[src/rtl/ps2_kbd_rx.sv]
// PS/2 keyboard receiver: synchronizes the raw PS/2 pins, deframes
// 11-bit device-to-host frames, checks start/stop/odd parity, and
// queues good scan codes in a FIFO read over valid/ready.
//
//   state    | meaning
//   bit 0    | waiting for start bit (idle, timeout counter held)
//   bit 1-9  | shifting data and parity bits
//   bit 10   | next falling edge carries the stop bit; frame checked
module ps2_kbd_rx #(
  parameter int FIFO_DEPTH     = 8,
  parameter int TIMEOUT_CYCLES = 5000
) (
  input  logic                          clk,
  input  logic                          rst,
  input  logic                          ps2_clk,
  input  logic                          ps2_data,
  output logic [7:0]                    code,
  output logic                          valid,
  input  logic                          ready,
  output logic [$clog2(FIFO_DEPTH):0]   fifo_count,
  output logic                          overflow,
  input  logic                          ovf_clr,
  output logic                          frame_err
);

  localparam int PTR_W = $clog2(FIFO_DEPTH);
  localparam int CNT_W = PTR_W + 1;
  localparam int TO_W  = $clog2(TIMEOUT_CYCLES + 1);
  localparam logic [CNT_W-1:0] DEPTH_C = CNT_W'(FIFO_DEPTH);
  localparam logic [TO_W-1:0]  TO_LAST = TO_W'(TIMEOUT_CYCLES - 1);
  localparam logic [3:0]       BIT_IDLE = 4'd0;
  localparam logic [3:0]       BIT_STOP = 4'd10;

  logic             r_clk_s1, r_clk_s2, r_clk_prev;
  logic             r_dat_s1, r_dat_s2;
  logic [3:0]       r_bit_cnt;
  logic [9:0]       r_shift;
  logic [TO_W-1:0]  r_idle_cnt;
  logic             r_push_req;
  logic [7:0]       r_push_data;
  logic             r_frame_err;
  logic [7:0]       r_mem [FIFO_DEPTH];
  logic [PTR_W-1:0] r_wptr, r_rptr;
  logic [CNT_W-1:0] r_count;
  logic             r_overflow;

  logic w_fall, w_good, w_pop, w_push_ok, w_drop;

  assign w_fall = r_clk_prev & ~r_clk_s2;
  // Stop bit is the live synced data; r_shift[0] holds start, [9] parity.
  assign w_good = ~r_shift[0] & r_dat_s2 & (^r_shift[9:1]);

  assign valid      = (r_count != '0);
  assign code       = valid ? r_mem[r_rptr] : 8'h00;
  assign fifo_count = r_count;
  assign overflow   = r_overflow;
  assign frame_err  = r_frame_err;

  assign w_pop     = valid & ready;
  assign w_push_ok = r_push_req & ((r_count < DEPTH_C) | w_pop);
  assign w_drop    = r_push_req & ~w_push_ok;

  // Two-flop synchronizers plus edge-detect flop; idle high out of reset.
  always_ff @(posedge clk or negedge rst) begin
    if (!rst) begin
      r_clk_s1   <= 1'b1;
      r_clk_s2   <= 1'b1;
      r_clk_prev <= 1'b1;
      r_dat_s1   <= 1'b1;
      r_dat_s2   <= 1'b1;
    end else begin
      r_clk_s1   <= ps2_clk;
      r_clk_s2   <= r_clk_s1;
      r_clk_prev <= r_clk_s2;
      r_dat_s1   <= ps2_data;
      r_dat_s2   <= r_dat_s1;
    end
  end

  // Frame deserializer, frame check and inactivity timeout.
  always_ff @(posedge clk or negedge rst) begin
    if (!rst) begin
      r_bit_cnt   <= BIT_IDLE;
      r_shift     <= '0;
      r_idle_cnt  <= '0;
      r_push_req  <= 1'b0;
      r_push_data <= 8'h00;
      r_frame_err <= 1'b0;
    end else begin
      r_push_req  <= 1'b0;
      r_frame_err <= 1'b0;
      if (w_fall) begin
        r_idle_cnt <= '0;
        if (r_bit_cnt == BIT_STOP) begin
          r_bit_cnt <= BIT_IDLE;
          if (w_good) begin
            r_push_req  <= 1'b1;
            r_push_data <= r_shift[8:1];
          end else begin
            r_frame_err <= 1'b1;
          end
        end else begin
          r_shift   <= {r_dat_s2, r_shift[9:1]};
          r_bit_cnt <= r_bit_cnt + 4'd1;
        end
      end else if (r_bit_cnt == BIT_IDLE) begin
        r_idle_cnt <= '0;
      end else if (r_idle_cnt == TO_LAST) begin
        r_bit_cnt   <= BIT_IDLE;
        r_idle_cnt  <= '0;
        r_frame_err <= 1'b1;
      end else begin
        r_idle_cnt <= r_idle_cnt + TO_W'(1);
      end
    end
  end

  // FIFO storage; contents only observable through the head when valid.
  always_ff @(posedge clk) begin
    if (w_push_ok) r_mem[r_wptr] <= r_push_data;
  end

  // FIFO pointers and occupancy; simultaneous push/pop keeps count.
  always_ff @(posedge clk or negedge rst) begin
    if (!rst) begin
      r_wptr  <= '0;
      r_rptr  <= '0;
      r_count <= '0;
    end else begin
      if (w_push_ok) r_wptr <= r_wptr + PTR_W'(1);
      if (w_pop)     r_rptr <= r_rptr + PTR_W'(1);
      if (w_push_ok && !w_pop)      r_count <= r_count + CNT_W'(1);
      else if (!w_push_ok && w_pop) r_count <= r_count - CNT_W'(1);
    end
  end

  // Sticky overflow; a drop in the same cycle as a clear keeps it set.
  always_ff @(posedge clk or negedge rst) begin
    if (!rst)         r_overflow <= 1'b0;
    else if (w_drop)  r_overflow <= 1'b1;
    else if (ovf_clr) r_overflow <= 1'b0;
  end

endmodule

[config.mk]
export PLATFORM = sky130hd
export DESIGN_NAME = ps2_kbd_rx
export DESIGN_NICKNAME = d
export VERILOG_FILES = /design/src/rtl/ps2_kbd_rx.sv
export SDC_FILE = /design/constraint.sdc
export NUM_CORES = 1
export LEC_CHECK = 0
export BUFFER_PORTS_ARGS = -buffer_cell sky130_fd_sc_hd__buf_2
export CAP_MARGIN = 10
export CELL_PAD_IN_SITES_DETAIL_PLACEMENT = 1
export CELL_PAD_IN_SITES_GLOBAL_PLACEMENT = 2
export CORE_ASPECT_RATIO = 0.7
export CORE_MARGIN = 4
export CORE_UTILIZATION = 33
export CTS_CLUSTER_SIZE = 8
export DETAILED_ROUTE_END_ITERATION = 10
export PLACE_DENSITY_LB_ADDON = 0.15
export SYNTH_ARGS = -nofsm -noshare
export SYNTH_HDL_FRONTEND = slang
export SYNTH_SLANG_ARGS = --single-unit
[constraint.sdc]
create_clock -name clk -period 2.3 [get_ports clk]
set_input_delay 0.115 -clock clk [delete_from_list [all_inputs] [get_ports clk]]
set_output_delay 0.115 -clock clk [all_outputs]
set_load 0.05 [all_outputs]
==> results of run 1 <==
[cell families after synthesis]
group | after synthesis | share of synthesized area
XOR/XNOR | 24 | 0.04787
AND/OR/NAND/NOR | 106 | 0.1011
flip-flops | 117 | 0.6693
AO/OA/AOI/OAI | 16 | 0.01853
buffers and inverters | 17 | 0.01364
adder cells (fa/ha/maj) | 10 | 0.02728
multiplexers | 35 | 0.1222
[path summary, 6_finish.rpt]
| check | endpoint | startpoint | cells after the start |
|---|---|---|---|
| worst max register to register | fifo_count[3]$_DFFE_PN0P_ | fifo_count[0]$_DFFE_PN0P_ | 11 |
| worst min register to register | r_clk_s2$_DFF_PN1_ | r_clk_s1$_DFF_PN1_ | 0 |
| worst min-delay path | r_rptr[0]$_DFFE_PN0P_ | ready | 3 |
| min in group asynchronous | r_shift[5]$_DFFE_PN0P_ | rst | 3 |
| max in group asynchronous | r_dat_s1$_DFF_PN1_ | rst | 3 |
| worst max-delay path | fifo_count[3]$_DFFE_PN0P_ | fifo_count[0]$_DFFE_PN0P_ | 11 |
[repair_timing]
| action | in CTS | in global routing |
|---|---|---|
| gates resized for setup | 0 | 2 |
| setup endpoints to repair | 0 | 6 |
| hold endpoints to repair | 56 | 0 |
| buffers inserted | 0 | 3 |
| hold buffers | 4 | 0 |
[synthesized netlist by cell type, types with 2 or more instances]
cell and count:
nor2b_1 2, or3_1 2, ha_1 9, clkbuf_1 5, o21ai_0 8, xor2_1 8, nand2_1 42, buf_2 2
mux4_2 16, xnor2_1 14, mux2i_1 8, dfrtp_1 48, inv_1 8, mux2_4 8, a21oi_1 4, dfstp_2 5
nand2b_1 6, mux2_2 3, nor3_1 5, buf_1 2, nor4b_1 2, nor2_1 30, and2_1 3, nand3_1 6
and3_1 3, edfxtp_1 64
[report_power, final]
part / total, uW / internal (uW) / switching [uW]
combinational: 1640 / 721 / 918
clock: 2630 / 1620 / 1010
sequential: 2610 / 2360 / 253
total: 6890 / 4710 / 2180
[worst max-delay path, stage by stage (launching register included)]
cell and delay (ns):
dfrtp_2 0.44, nor4_4 0.31, bufinv_8 0.24, nand2_8 0.06, ha_4 0.13, inv_2 0.05, ha_4 0.20, a21o_1 0.16
a21oi_2 0.14, xnor2_1 0.12, nor2_1 0.06, xor2_1 0.13
[sequential cells by signal (all words and copies together) (netlist names)]
name,flops
r_clk_s2,1
r_dat_s2,1
r_clk_prev,1
frame_err,1
r_dat_s1,1
r_clk_s1,1
r_idle_cnt,13
r_rptr,3
r_bit_cnt,4
r_mem,64
fifo_count,4
overflow,1
r_shift,10
r_wptr,3
r_push_req,1
r_push_data,8
[area by class of cell]
type | instances | area, um^2
clock buffer | 17 | 425.4
timing repair buffer | 45 | 322.8
clock inverter | 15 | 168.9
multi-input combinational | 191 | 1595
fill | 1451 | 8134
sequential | 117 | 3261
inverter | 8 | 43.79
tap | 190 | 237.7
[metal layers]
layer / vias to the layer above / wire length (um) / GRT usage
li1: 1279 / - / -
met1: 1370 / 5287 / 0.1957
met2: 38 / 4218 / 0.1888
met3: 4 / 380 / 0.03580
met4: 0 / 53 / 0.04069
met5: - / 0 / 0
[stage by stage]
stage / util / setup TNS, ns
global placement: 0.3797 / 0
detailed placement: 0.3797 / 0
floorplan: - / -0.2182
global route: 0.4267 / 0
CTS: 0.4244 / 0
finish: 0.4267 / 0
==> summary.md, run 1 <==
| Metric | Value |
|---|---|
| Outcome | completed |
| Synth Instances | 325 |
| Final Max Tran Viols | 0 |
| CTS Sinks | 117 |
| Worst EP required | 2.59 ns |
| Placed Instance Area | 5388 um^2 |
| CTS tree | yes |
| Synth area leaders | edfxtp_1, dfrtp_1, mux4_2 |
| Clock Pin Slew Worst Setup and Hold Paths | 0.06 ns |
| WP data arrival | 2.45 ns |
| Crit path time final | 2.168 ns |
| Avg Cell Area, Syn | 14.96 um^2 |
| Final clock skew | 0.01433 ns |
| RSZ-0062 raised after global routing | no |
| Worst slew pin tran | 0.6280 ns |
| Total grt overflow | 0 |
| Syn Nets | 341 |
| Synth top area share | 0.3953 |
| TritonRoute pass-1 iters | 4 |
| Die area | 16770 um^2 |
| Pwr/cell area | 1137 nW/um^2 |
| Yosys warning total | 0 |
| Final Total Pwr | 6887 uW |
| First-pass GRT wire length | 16860 um |
| Cell area after synthesis | 4862 um^2 |
| Routed wire length | 9939 um |
| Max_cap viols | 0 |
| Nets | 396 |
| Critical path fanouts, max | 4 |
| Final setup viols | 0 |
| Placed insts | 544 |
| Final non-filler cell total | 583 |
| Initial drt markers | 108 |
| Initial antenna violation count | 0 |
| VDD IR max | 0.0004938 V |
| R2r setup slk | 0.13 ns |
| Fmax | 461.3 MHz |
| Slew headroom | 0.5813 |
| Die H | 109.6 um |
| Area Overhead vs Synth | 24.52% |
| Core area | 14190 um^2 |
| Number of diodes | 0 |
| Lkg Pwr | 0.002490 uW |
| FF+latch count, synth | 117 |
| DP HPWL | 6482 um |
| Final Cycle Share | 0.9425 |
| EDFF count, synth | 64 |
| Worst slack, placed | 0.09268 ns |
| Ys flop type | edfxtp_1 |
| Clock Latency Late Sink | 0.41 ns |
| Worst setup EP type | register |
| Post-route ant nets | 0 |
| Synth area leader | edfxtp_1 |
| Gpl congestion | 0.7044 |
| Die width | 153.1 um |
| Commonest non-fill, non-tap cells in the layout | edfxtp_1, dfrtp_1, nand2_1 |
| Hold_ws | 0.04969 ns |
| Initial Utilization | 0.3427 |
| Wire per inst | 17.05 um |
| Boundary Pins | 21 |
| I/O Buffers | 20 |
| FP Rows | 36 |
| Startpoint Class | register |
| Max H-tree Level | 4 |
| Vias per cell | 4.616 |
| Number of global-route vias before repair | 2940 |
| Final worst slack | 0.1321 ns |
| Clock root buffer | clkbuf_16 |
| Vias | 2691 |
| Final instance area | 6055 um^2 |
| WS Path Type | reg -> reg |
| Layout cells sized above 1 | 0.3053 |
| DRC Markers | 0 |
| Seq/Total Area, Yosys | 0.6693 |
| Post-synth ARST share | 0.4530 |
| Global-route usage over all layers | 0.1319 |
| CTS Buffer Depth | 2 |
| CTS Buf Count | 17 |
| Most common cell after layout, fill and taps aside | edfxtp_1 |
| Synth unique cells | 38 |
| Hold crit path type | in -> reg |
| Final hold violations | 0 |
| Pin count of the biggest net entering global routing | 54 |
Note: power is estimated with default switching activity, not from simulation.
==> run 2, diff against run 1 <==
--- a/config.mk
+++ b/config.mk
@@ -5,6 +5,7 @@
 export SDC_FILE = /design/constraint.sdc
 export NUM_CORES = 1
 export LEC_CHECK = 0
+export ABC_AREA = 1
 export BUFFER_PORTS_ARGS = -buffer_cell sky130_fd_sc_hd__buf_2
 export CAP_MARGIN = 10
 export CELL_PAD_IN_SITES_DETAIL_PLACEMENT = 1
==> run 2 against run 1 <==
Register-to-register slack better by 0.07 ns; power up 16%; worst setup slack improved by 0.072 ns; via count increased by 31%; combinational power grew 68%; maximum frequency grew 3.4%; global-route usage is 1.5 points higher; critical path type unchanged; largest power group is now combinational cells.
==> summary.md, run 2 <==
| Metric | Value |
|---|---|
| Commonest non-fill, non-tap cells in the layout | nor2_1, nand2_1, edfxtp_1 |
| Die width | 155.8 um |
| Post-route ant nets | 0 |
| Combinational Power Share | 0.344 |
| Slew headroom | 0.4452 |
| NetSw | 3040 uW |
| Placed insts | 699 |
| First-pass GRT wire length | 19910 um |
| Internal | 4969 uW |
| Total grt overflow | 0 |
| Clock Latency Late Sink | 0.41 ns |
| Fmax | 477.2 MHz |
| Lkg Pwr | 0.002544 uW |
| DP HPWL | 7826 um |
| Vias per cell | 4.801 |
| Seq/Total Area, Yosys | 0.6449 |
| Number of global-route vias before repair | 3744 |
| Synth unique cells | 34 |
| Synth area leaders | edfxtp_1, dfrtp_1, nor2_1 |
| Final Cycle Share | 0.9111 |
| Cell area after synthesis | 5046 um^2 |
| Syn Nets | 497 |
| Final Max Tran Viols | 0 |
| Nets | 543 |
| Synth top area share | 0.3809 |
| Gpl congestion | 0.7827 |
| Worst setup EP type | register |
| Flop pwr share | 0.333 |
| Pwr/cell area | 1308 nW/um^2 |
| Top reg by flops | r_mem |
| Global-route usage over all layers | 0.1472 |
| Pin count of the biggest net entering global routing | 44 |
| Avg Cell Area, Syn | 10.49 um^2 |
| Initial Utilization | 0.3396 |
| FP Rows | 37 |
| Die area | 17370 um^2 |
| Most common cell in the netlist | nor2_1 |
| Startpoint Class | register |
| CTS Buf Count | 17 |
| Yosys warning total | 0 |
| Critical path fanouts, max | 5 |
| Boundary Pins | 21 |
| Core area | 14860 um^2 |
| Max reg flops | 64 |
| Synth Instances | 481 |
| Wire per inst | 16.03 um |
| Ys flop type | edfxtp_1 |
| Max_cap viols | 0 |
| I/O Buffers | 20 |
| Final non-filler cell total | 734 |
| Initial drt markers | 211 |
| Final setup viols | 0 |
| CTS tree | yes |
| Final clock skew | 0.005894 ns |
| Most common cell after layout, fill and taps aside | nor2_1 |
| FF+latch count, synth | 117 |
| Die H | 111.5 um |
| Hold crit path type | in -> reg |
| Biggest regs | r_mem: 64 flops, r_idle_cnt: 13 flops, r_shift: 10 flops |
| Routed wire length | 11760 um |
| Number of diodes | 0 |
| WS Path Type | reg -> reg |
| WP data arrival | 2.39 ns |
| Crit-path slowest cell | dfrtp_2 |
| Cell mode on critical path | nand2_1 |
| RSZ-0062 raised after global routing | yes |
| Switching share of total power | 0.3796 |
| Worst path bufs/invs | 2 |
| Initial antenna violation count | 0 |
| Placed Instance Area | 5488 um^2 |
| Post-synth ARST share | 0.4530 |
| Commonest cells in the netlist | nor2_1, nand2_1, edfxtp_1 |
| Clock root buffer | clkbuf_16 |
| Outcome | completed |
| CTS Sinks | 117 |
| Worst EP required | 2.59 ns |
| Fillers | 1660 |
| Max H-tree Level | 4 |
| Clock Pin Slew Worst Setup and Hold Paths | 0.05 ns |
| Final hold violations | 0 |
| Top delay family on crit path | simple AND/OR/NAND/NOR gates |
| Synth area leader | edfxtp_1 |
| Worst path cell trace | nor2_1 > nand2_1 > nand2_2 > nand2_1 > nand2_2 > inv_2 > ha_2 > inv_2 > ha_1 > a21o_1 > a21oi_2 > nand2_1 > nand2_1 > nor2_1 > xor2_1 |
| VDD IR max | 0.0004607 V |
| Layout cells sized above 1 | 0.1688 |
| Vias | 3524 |
| CTS Buffer Depth | 2 |
| Largest stage delay on the critical path | 0.43 ns |
| EDFF count, synth | 64 |
| Final instance area | 6123 um^2 |
| DRC Markers | 0 |
| Area Overhead vs Synth | 21.35% |
| Worst slew pin tran | 0.8291 ns |
| Clk pwr share | 0.323 |
| TritonRoute pass-1 iters | 5 |
| Crit path time final | 2.096 ns |
[run 2: cells by family (layout without fill, tap and decap cells)]
kind of cell,count (synthesis),after routing,synth area share
AND/OR/NAND/NOR,223,223,0.1899
flip-flops,117,117,0.6449
AO/OA/AOI/OAI,68,68,0.08133
buffers and inverters,54,112,0.04141
adder cells (fa/ha/maj),10,10,0.02628
XOR/XNOR,8,8,0.01388
multiplexers,1,1,0.002231
[run 2: cell type report]
cell class / instances / area [um^2] / area share
flip-flops and latches: 117 / 3259 / 0.5323
multi-input cells: 310 / 1594 / 0.2603
clock buffers: 19 / 432.9 / 0.07070
repair buffers: 40 / 301.5 / 0.04924
well taps: 195 / 244.0 / 0.03984
inverters: 41 / 153.9 / 0.02513
clock inverters: 12 / 137.6 / 0.02248
[run 2: path summary, 6_finish.rpt]
check	from	to	slack, ns	cells after the start
worst max register to register	fifo_count[2]$_DFFE_PN0P_	fifo_count[3]$_DFFE_PN0P_	0.20	15
worst min-delay path	ready	r_rptr[2]$_DFFE_PN0P_	0.02	3
worst max-delay path	fifo_count[2]$_DFFE_PN0P_	fifo_count[3]$_DFFE_PN0P_	0.20	15
min in group asynchronous	rst	r_push_data[4]$_DFFE_PN0P_	0.13	2
max in group asynchronous	rst	r_clk_prev$_DFF_PN1_	1.59	3
worst min register to register	r_dat_s1$_DFF_PN1_	r_dat_s2$_DFF_PN1_	0.35	0
[run 2: routing by layer]
layer,vias up,GRT usage,share of wire
li1,1729,-,-
met1,1731,0.2148,0.52
met2,47,0.2063,0.43
met3,17,0.04079,0.041
met4,0,0.05889,0.017
met5,-,0,0
[run 2: worst register-to-register path: cells and delay by family (launching register included)]
kind / cells / cell delay (ns)
simple gates: 8 / 0.55
xor+xnor: 1 / 0.14
flops: 1 / 0.43
buf+inv: 2 / 0.15
fa+ha+maj: 2 / 0.41
compound gates: 2 / 0.30
[run 2: what timing repair did]
action | in CTS | in global routing
gates resized for setup | 1 | 10
cloned | 0 | 0
hold buffers | 4 | 0
setup endpoints to repair | 1 | 5
setup buffers | 0 | 0
pin swaps | 0 | 1
endpoints found under the hold margin | 53 | 0
[run 2: metrics by stage]
stage	hold WS, ns	utilization	total power [uW]	setup TNS, ns	setup slack, ns
5_1_grt	0.02418	0.4121	8537	-0.003580	-0.003580
6_report	0.02267	0.4121	8009	0	0.2044
3_5_place_dp	0.02545	0.3693	5441	-0.01182	-0.01182
3_3_place_gp	0.02333	0.3693	5393	0	0.1035
2_1_floorplan	-0.1806	-	4642	0	0.006978
4_1_cts	0.01248	0.4106	8082	0	0.01360
[run 2: power by group through the flow]
stage | Combinational [uW] | Sequential [uW] | Clock, uW
after floorplan | 1870 | 2780 | 0
after global placement | 2690 | 2700 | 0
after detailed placement | 2730 | 2710 | 0
after CTS | 2760 | 2670 | 2650
after global routing | 3080 | 2710 | 2750
final | 2750 | 2670 | 2590
==> run 3, diff against run 2 <==
--- a/config.mk
+++ b/config.mk
@@ -8,10 +8,10 @@
 export ABC_AREA = 1
 export BUFFER_PORTS_ARGS = -buffer_cell sky130_fd_sc_hd__buf_2
 export CAP_MARGIN = 10
-export CELL_PAD_IN_SITES_DETAIL_PLACEMENT = 1
-export CELL_PAD_IN_SITES_GLOBAL_PLACEMENT = 2
+export CELL_PAD_IN_SITES_DETAIL_PLACEMENT = 0
+export CELL_PAD_IN_SITES_GLOBAL_PLACEMENT = 1
 export CORE_ASPECT_RATIO = 0.7
-export CORE_MARGIN = 4
+export CORE_MARGIN = 2
 export CORE_UTILIZATION = 33
 export CTS_CLUSTER_SIZE = 8
 export DETAILED_ROUTE_END_ITERATION = 10
==> run 3 against run 2 <==
Clock skew increased by 0.0096 ns; core utilization rose by 0.078 points; power fell by 1.6%; largest cell class unchanged; final area down 0.12%; global-route usage down 0.58 points; worst hold slack got worse by 0.0027 ns; register-to-register slack better by 0.04 ns; flip-flop and latch count stayed put; die area fell by 6.1%; critical path type is now reg -> out.
==> summary.md, run 3 (synthesis results as in run 2) <==
| Metric | Value |
|---|---|
| Outcome | completed |
| CTS Buffer Depth | 2 |
| Final worst slack | 0.2092 ns |
| Nets | 542 |
| Top delay family on crit path | buffers and inverters |
| Die H | 107.5 um |
| RSZ-0062 raised after global routing | no |
| HP Start | ready |
| Global-route usage over all layers | 0.1414 |
| Biggest regs | r_mem: 64 flops, r_idle_cnt: 13 flops, r_shift: 10 flops |
| VDD IR max | 0.0004728 V |
| Fmax | 478.3 MHz |
| Max reg flops | 64 |
| Initial Utilization | 0.3406 |
| Final setup viols | 0 |
| Clk pwr share | 0.324 |
| Initial drt markers | 210 |
| Final hold violations | 0 |
| WS Path Type | reg -> out |
| Final Cycle Share | 0.9090 |
| Number of global-route vias before repair | 3506 |
| Area Overhead vs Synth | 21.20% |
| R2r startpoint | fifo_count[0]$_DFFE_PN0P_ |
| Worst hold stages | 3 |
| Worst setup EP type | output port |
| Top reg by flops | r_mem |
| Post-route ant nets | 0 |
| Critical path fanouts, max | 33 |
| R2r setup slk | 0.24 ns |
| Layout cells sized above 1 | 0.1781 |
| Clock Latency Late Sink | 0.41 ns |
| Flop pwr share | 0.337 |
| Largest stage delay on the critical path | 0.34 ns |
| Total grt overflow | 0 |
| TritonRoute pass-1 iters | 4 |
| Internal | 4860 uW |
| DRC Markers | 0 |
| Worst slack, placed | 0.05265 ns |
| Max_cap viols | 0 |
| Combinational Power Share | 0.339 |
| Switching share of total power | 0.3833 |
| Slew headroom | 0.4501 |
| Clock Pin Slew Worst Setup and Hold Paths | 0.06 ns |
| I/O Buffers | 20 |
| Pin count of the biggest net entering global routing | 54 |
| Startpoint Class | register |
| Boundary Pins | 21 |
| Post-Route Utilization | 0.4128 |
| Final clock skew | 0.01553 ns |
| Initial antenna violation count | 0 |
| Final Max Tran Viols | 0 |
| Wire per inst | 14.07 um |
| Pwr/cell area | 1288 nW/um^2 |
| Crit-path slowest cell | dfrtp_1 |
| Worst path cell trace | buf_4 > nor2_1 > o32ai_1 > o21ai_0 > nor2_1 > buf_2 |
| Most common cell after layout, fill and taps aside | nor2_1 |
| Lkg Pwr | 0.002549 uW |
| CP Launch Point | r_rptr[0]$_DFFE_PN0P_ |
| Die area | 16310 um^2 |
| Total negative slack | 0 ns |
| Hold Path Sink | r_rptr[2]$_DFFE_PN0P_ |
| RR Endpoint | fifo_count[3]$_DFFE_PN0P_ |
| Commonest non-fill, non-tap cells in the layout | nor2_1, nand2_1, edfxtp_1 |
| NetSw | 3020 uW |
| Routed wire length | 10330 um |
| Number of diodes | 0 |
| Vias | 3443 |
| Clock root buffer | clkbuf_16 |
| Core area | 14810 um^2 |
| Max H-tree Level | 4 |
| Path depth of the worst reg2reg path | 15 |
| Fillers | 1435 |
| CTS Sinks | 117 |
| Worst EP required | 2.18 ns |
| CTS Buf Count | 17 |
| Hold crit path type | in -> reg |
| WP data arrival | 1.98 ns |
| Worst path bufs/invs | 2 |
| Cell mode on critical path | nor2_1 |
| Worst slew pin tran | 0.8219 ns |
| Vias per cell | 4.691 |
| FP Rows | 37 |
| CTS tree | yes |
| DP HPWL | 6946 um |
| Gpl congestion | 0.7188 |
| Crit path time final | 2.091 ns |
| Die width | 151.8 um |
| First-pass GRT wire length | 17930 um |
[run 3: cell count changes in the layout (fill, tap and decap cells not counted), sizes merged]
cell / delta
inv: +1
clkbuf: -3
bufinv: -1
clkinvlp: -1
clkinv: +4
[run 3: area by class of cell]
cell class	instances	area (um^2)	share of cell area
multi-input combinational	310	1597	0.2610
tap	195	244.0	0.03989
inverter	41	153.9	0.02516
clock inverter	15	158.9	0.02598
clock buffer	17	425.4	0.06956
timing repair buffer	39	277.8	0.04542
sequential	117	3259	0.5329
[run 3: stage by stage]
| stage | hold WS [ns] | area (um^2) | power, uW | cells |
|---|---|---|---|---|
| global route | 0.04425 | 6116 | 8403 | 734 |
| detailed placement | 0.2215 | 5465 | 5354 | 696 |
| global placement | 0.2203 | 5465 | 5329 | 696 |
| floorplan | -0.1806 | 5054 | 4642 | 481 |
| finish | 0.01993 | 6116 | 7880 | 734 |
| CTS | 0.01951 | 6090 | 7950 | 732 |
[run 3: how the worst max path moves through the flow]
stage	end	slack, ns	cells after the start
2_1_floorplan	code[0]	0.007	5
3_3_place_gp	fifo_count[3]$_DFFE_PN0P_	0.12	15
3_5_place_dp	fifo_count[3]$_DFFE_PN0P_	0.05	15
4_1_cts	fifo_count[3]$_DFFE_PN0P_	0.04	15
5_1_grt	code[6]	0.007	6
6_report	code[4]	0.21	6
[run 3: repair_timing]
action	4_1_cts	5_1_grt
hold buffers	4	0
gates resized for setup	0	5
buffers inserted	0	2
hold endpoints to repair	51	0
endpoints found under the setup margin	0	9
[run 3: per-layer routing]
metal,global-route usage,vias to the layer above,share of wire
li1,-,1727,-
met1,0.2046,1658,0.53
met2,0.2021,52,0.42
met3,0.03824,6,0.038
met4,0.05407,0,0.0066
met5,0,-,0
[run 3: power groups by stage]
stage / Clock [uW] / Sequential (uW) / Combinational (uW)
floorplan: 0 / 2780 / 1870
global route: 2710 / 2690 / 3010
detailed placement: 0 / 2700 / 2650
finish: 2560 / 2660 / 2670
global placement: 0 / 2700 / 2630
CTS: 2620 / 2670 / 2660
[run 3: worst register-to-register path, cell delays in order (launching register included)]
cell,delay [ns]
dfrtp_2,0.41
nor2_1,0.10
nand2_1,0.08
nand2_2,0.07
nand2_1,0.06
nand2_2,0.07
inv_1,0.06
ha_2,0.19
inv_2,0.08
ha_1,0.23
a21o_1,0.16
a21oi_2,0.13
nand2_1,0.06
nand2_1,0.05
nor2_1,0.04
xor2_1,0.13
